--- src/rtl/gate_chk_pkg.sv ---
// Shared types, constants and golden model for the four-input gate response checker.
package gate_chk_pkg;

    typedef enum logic [1:0] {
        ST_IDLE = 2'd0,
        ST_RUN  = 2'd1,
        ST_DONE = 2'd2
    } state_e;

    localparam int unsigned SIG_W     = 16;
    localparam int unsigned VEC_W     = 4;
    localparam int unsigned OUT_W     = 3;
    localparam int unsigned SCNT_W    = 8;
    localparam logic [15:0] MISR_POLY = 16'h1021;

    // Expected {g,f,e} for a stimulus vector {d,c,b,a}.
    function automatic logic [2:0] gate_golden(input logic [3:0] vec);
        logic e;
        logic f;
        logic g;
        e = ~(vec[0] & vec[1]);
        f = ~(vec[2] & vec[3]);
        g = ~(&vec);
        return {g, f, e};
    endfunction

endpackage

--- src/rtl/gate_chk_misr.sv ---
// 16-bit MISR compressing {dut_out, vec_in} of every accepted sample.
module gate_chk_misr
    import gate_chk_pkg::*;
(
    input  logic        clk,
    input  logic        rst,
    input  logic        clr_i,
    input  logic        en_i,
    input  logic [6:0]  data_i,
    output logic [15:0] sig_o
);

    logic [15:0] sig_q;
    logic [15:0] sig_d;

    always_comb begin
        sig_d = sig_q;
        if (clr_i) begin
            sig_d = '0;
        end else if (en_i) begin
            sig_d = {sig_q[14:0], 1'b0} ^ (sig_q[15] ? MISR_POLY : 16'h0000)
                  ^ {9'b0, data_i};
        end
    end

    always_ff @(posedge clk) begin
        if (rst) begin
            sig_q <= '0;
        end else begin
            sig_q <= sig_d;
        end
    end

    assign sig_o = sig_q;

endmodule

--- config.mk ---
export PLATFORM = sky130hd
export DESIGN_NAME = gate_chk_misr
export DESIGN_NICKNAME = d
export VERILOG_FILES = /design/src/rtl/gate_chk_pkg.sv /design/src/rtl/gate_chk_misr.sv
export SDC_FILE = /design/constraint.sdc
export NUM_CORES = 1
export LEC_CHECK = 0
export BUFFER_PORTS_ARGS = -buffer_cell sky130_fd_sc_hd__clkbuf_2
export CORE_MARGIN = 5
export CORE_UTILIZATION = 44
export CTS_CLUSTER_SIZE = 10
export DETAILED_ROUTE_END_ITERATION = 12
export PLACE_DENSITY = 0.74
export SYNTH_ARGS = -nofsm -noshare
export SYNTH_HDL_FRONTEND = slang
export SYNTH_SLANG_ARGS = --single-unit
export TNS_END_PERCENT = 30
--- constraint.sdc ---
create_clock -name clk -period 1.4 [get_ports clk]
set_input_delay 0.07 -clock clk [delete_from_list [all_inputs] [get_ports clk]]
set_output_delay 0.07 -clock clk [all_outputs]
set_load 0.1 [all_outputs]
==> results.json, run 1 <==
{
  "status": "completed",
  "fillerInstances": 137,
  "hold_viol_final": 0,
  "largest_reg_flops": 16,
  "path_max_fanout": 3,
  "drt_iter0_markers": 3,
  "crit_required_ns": 1.33,
  "ir_worst_vdd_mv": 0.653,
  "yosysWarnings": 0,
  "cap_violations": 0,
  "cts_setup_buffers": 0,
  "rsz0062_at_grt": "no",
  "netlist_area_um2": 646,
  "cts_hold_buf": 0,
  "avgViaCountPerCell": 4.87,
  "synth_top_area_share_pct": 49.6,
  "wire_per_inst_um": 11.6,
  "syn_nets": 72,
  "critPathKind": "reg2out",
  "synth_area_leaders": "dfxtp_1 (50%), mux2i_1 (14%), xnor2_1 (9.5%)",
  "post-place-ws_ns": 0.307,
  "crit_chain": "clkbuf_2",
  "min_period_ns": 1.22,
  "hp-class": "in2reg",
  "grt_pass1_wl_mm": 2.12,
  "floorplan.rows": 13,
  "final_core_util_pct": 60.0,
  "first_global_vias": 453,
  "cp-start-kind": "register",
  "n_antenna_cell": 0,
  "tightestPinTransition_ns": 0.544,
  "die-area_um2": 2330,
  "vias": 497,
  "avgSynthCellArea_um2": 10.6,
  "synth_seq_area_share_pct": 49.6,
  "clk_latency_ns": 0.28,
  "overflow": 0,
  "cts_tree": "done",
  "place_congestion": 0.704,
  "start_util_pct": 47.8,
  "critPathTopFamily": "buffers and inverters",
  "grt_max_degree": 24,
  "drive_gt1_share_pct": 37.9,
  "cts_root_buf": "clkbuf_4",
  "dr.pass1.iters": 4,
  "pin_count": 27,
  "place_inst": 98,
  "cts_inserted_buffers": 3,
  "core_um2": 1350,
  "syn_inst": 61,
  "area_growth_pct": 25.4,
  "final_nets": 99,
  "die_y_um": 48.3,
  "cts.clk_slew.worst_paths_ns": 0.09,
  "skew_ns": 0.000701,
  "clock-sinks": 16,
  "drv_slew": 0,
  "place_hpwl_um": 884,
  "clockBufferDepth": 2,
  "synth_seq_cells": 16,
  "cp-end-kind": "output port",
  "cp_num_buf_inv": 1,
  "ant_nets": 0,
  "htreeDepth": 1,
  "max_stage_delay_ns": 0.48,
  "cp.arrival_ns": 1.15,
  "slew_headroom_pct": 63.9,
  "die_w_um": 48.3,
  "max_freq_mhz": 822,
  "finalCritPeriodShare_pct": 86.9,
  "setup-violations-final": 0,
  "power_w": 0.000932,
  "portBuffers": 26,
  "drc": 0,
  "stdcell_count": 102,
  "p_leak_nw": 0.368,
  "grtUsageTotal_pct": 11.1,
  "synthDistinctLibCells": 11,
  "finalWirelength_mm": 1.19,
  "antenna_found_initial": 0,
  "synth_top_cell_by_area": "dfxtp_1",
  "mostFrequentLayoutCell": "clkbuf_2",
  "layout_setup_ws_ns": 0.183,
  "mostFrequentLayoutCells": "clkbuf_2 (26), nor2_1 (16), dfxtp_1 (14), mux2i_1 (9), xnor2_1 (7)",
  "slowest_stage": "clkbuf_2",
  "power.density_nw_per_um2": 1150,
  "ctsResizeCount": 0
}
where the power goes:
group	internal (W)	switching, W	total (W)
clock network	0.000158	0.000143	0.000302
registers	0.000464	0.00000887	0.000473
logic	0.0000436	0.000114	0.000158
total	0.000666	0.000267	0.000932
cells in the mapped netlist:
cell	count
dfxtp_1	16
nor2_1	16
mux2i_1	9
xnor2_1	7
a211oi_1	6
buf_2	2
a211oi_2	1
buf_6	1
clkbuf_2	1
or2_1	1
xor3_1	1
path summary, 6_finish.rpt:
kind	start	end	slack, ns	cells after the start
worst min-delay path	data_i[1]	sig_o[1]	0.07	3
worst max register to register	sig_o[15]	sig_o[5]	0.31	3
worst min register to register	sig_o[6]	sig_o[6]	0.51	2
worst max-delay path	sig_o[5]	sig_o[5]	0.18	1
metrics by stage:
step	instance area (µm²)	hold WS, ns	TNS [ns]
after global placement	773	0.373	0
after CTS	810	0.0579	0
after floorplan	651	0.253	-0.119
after detailed placement	773	0.375	0
after global routing	810	0.0670	0
final	810	0.0688	0
final cells by class:
class	count	area [µm²]	share of cell area, %
Tap cell	15	18.8	2.32
Clock buffer	4	36.3	4.48
Timing Repair Buffer	26	130	16.1
Sequential cell	16	325	40.2
Multi-Input combinational cell	41	299	36.9
logic make-up after synthesis:
logic type	Yosys count	share of synthesized area, %
AO/OA/AOI/OAI	7	8.91
multiplexers	9	14.0
AND/OR/NAND/NOR	17	10.3
XOR/XNOR	8	13.2
buffers and inverters	4	4.07
flip-flops	16	49.6
per-layer routing:
metal | vias to the layer above | global-route usage, % | part of all wire (%)
met1 | 219 | 14.2 | 46
met3 | 2 | 5.50 | 8.5
met5 | - | 0 | 0
met4 | 0 | 5.53 | 0.76
li1 | 257 | - | -
met2 | 19 | 15.2 | 44
No activity file was read; power rests on OpenSTA's default activity.
==> run 2, diff against run 1 <==
==> config.mk (replaced) <==
export PLATFORM = sky130hd
export DESIGN_NAME = gate_chk_misr
export DESIGN_NICKNAME = d
export VERILOG_FILES = /design/src/rtl/gate_chk_pkg.sv /design/src/rtl/gate_chk_misr.sv
export SDC_FILE = /design/constraint.sdc
export NUM_CORES = 1
export LEC_CHECK = 0
export CORE_AREA = 5 5 42 44
export CTS_CLUSTER_SIZE = 10
export DETAILED_ROUTE_END_ITERATION = 12
export DIE_AREA = 0 0 47 49
export DONT_BUFFER_PORTS = 1
export SYNTH_ARGS = -nofsm -noshare
export SYNTH_HDL_FRONTEND = slang
export SYNTH_SLANG_ARGS = --single-unit
export TNS_END_PERCENT = 30
==> results.json, run 2 (synthesis gave the netlist of run 1 again) <==
{
  "setup-violations-final": 0,
  "p_leak_nw": 0.380,
  "cts_inserted_buffers": 3,
  "fin_area_um2": 875,
  "largest_reg_flops": 16,
  "rsz0062_at_grt": "no",
  "drive_gt1_share_pct": 28.6,
  "min_period_ns": 1.31,
  "overflow": 0,
  "die_w_um": 47,
  "ant_nets": 0,
  "cp-start-kind": "register",
  "start_util_pct": 46.1,
  "hold_ws_ns": 0.0807,
  "pwr-share-clk_pct": 31.6,
  "post-place-ws_ns": 0.322,
  "max_stage_delay_ns": 0.57,
  "first_global_vias": 497,
  "floorplan.rows": 14,
  "grtUsageTotal_pct": 12.2,
  "critPathKind": "reg2reg",
  "cp.arrival_ns": 1.52,
  "vias": 476,
  "ir_worst_vdd_mv": 0.521,
  "place_hpwl_um": 819,
  "place_inst": 89,
  "combPwrFrac_pct": 17.8,
  "cts_root_buf": "clkbuf_4",
  "drt_iter0_markers": 0,
  "drv_slew": 0,
  "area_growth_pct": 35.5,
  "layout_setup_ws_ns": 0.0919,
  "p_int_w": 0.000676,
  "finalCritPeriodShare_pct": 93.4,
  "dr.pass1.iters": 1,
  "clk_latency_ns": 0.27,
  "path_max_fanout": 3,
  "power.density_nw_per_um2": 1070,
  "power_w": 0.000934,
  "clockBufferDepth": 2,
  "core_um2": 1400,
  "portBuffers": 0,
  "sw_frac_of_total_pct": 27.7,
  "cp-end-kind": "register",
  "hp-class": "in2reg",
  "grt_pass1_wl_mm": 2.12,
  "drc": 0,
  "place_congestion": 0.678,
  "slew_headroom_pct": 41.6,
  "seq_power_share_pct": 50.6,
  "tightestPinTransition_ns": 0.877,
  "switching_power_w": 0.000259,
  "crit_chain": "xnor2_1, a211oi_2, dlygate4sd3_1",
  "antenna_found_initial": 0,
  "htreeDepth": 1,
  "skew_ns": 0.00181,
  "wire_per_inst_um": 11.8,
  "cts_tree": "done",
  "die-area_um2": 2300,
  "crit_required_ns": 1.62,
  "final_nets": 96,
  "die_y_um": 49,
  "finalWirelength_mm": 1.18,
  "max_freq_mhz": 764,
  "pin_count": 27,
  "grt_max_degree": 22,
  "clock-sinks": 16,
  "cp_num_buf_inv": 1,
  "stdcell_count": 100,
  "n_antenna_cell": 0,
  "slowest_stage": "dlygate4sd3_1",
  "mostFrequentLayoutCells": "nor2_1 (16), buf_4 (16), dfxtp_1 (13), mux2i_1 (9), xnor2_1 (7)",
  "avgViaCountPerCell": 4.76,
  "cts.clk_slew.worst_paths_ns": 0.09,
  "status": "completed",
  "cap_violations": 0,
  "critPathTopFamily": "buffers and inverters",
  "placed_area_um2": 764,
  "hold_viol_final": 0
}
## run 2: changes by cell type in the layout (fill, tap and decap cells not counted), sizes merged
cell and delta:
dlymetal6s4s +1, clkbuf -26, dlygate4sd3 +6, buf +16
## run 2: worst paths after layout
path / start / depth (start not counted) / to / slack, ns
worst min-delay path: data_i[5] / 3 / sig_o[5] / 0.08
worst max register to register: sig_o[3] / 3 / sig_o[4] / 0.09
worst max-delay path: sig_o[3] / 3 / sig_o[4] / 0.09
worst min register to register: sig_o[12] / 2 / sig_o[12] / 0.51
## run 2: through the flow
| stage | setup TNS, ns | utilization [%] |
|---|---|---|
| final | 0 | 62.4 |
| after global placement | 0 | 54.6 |
| after global routing | 0 | 62.4 |
| after detailed placement | 0 | 54.6 |
| after CTS | 0 | 62.1 |
| after floorplan | -0.119 | - |
## run 2: layout make-up
| class | instances | area (µm²) |
|---|---|---|
| sequential | 16 | 327 |
| clock buffer | 4 | 36.3 |
| tap | 16 | 20.0 |
| fill | 126 | 527 |
| multi-input combinational | 41 | 299 |
| timing repair buffer | 23 | 193 |
## run 2: timing repair
| item | CTS | global route |
|---|---|---|
| endpoints found under the setup margin | 0 | 16 |
| setup buffers | 0 | 0 |
| resized for setup | 0 | 2 |
| endpoints found under the hold margin | 16 | 0 |
| hold buffers | 7 | 0 |
## run 2: layer usage
layer,vias to the layer above,GRT usage (%),part of all wire [%],wire (µm)
met5,-,0,0,0
li1,253,-,-,-
met1,209,16.2,45,534
met4,0,5.53,0,0
met3,0,4.43,8.8,104
met2,14,17.2,46,541
## run 2: power by group through the flow
stage	registers (W)	logic [W]	clock network (W)
6_report	0.000473	0.000166	0.000295
5_1_grt	0.000476	0.000176	0.000331
4_1_cts	0.000473	0.000166	0.000305
3_5_place_dp	0.000484	0.000139	0
3_3_place_gp	0.000483	0.000139	0
2_1_floorplan	0.000558	0.0000564	0
## run 2: worst min-delay path: stages
cell     delay (ns)
xor3_1         0.12
mux2i_1        0.06
nor2_1         0.07
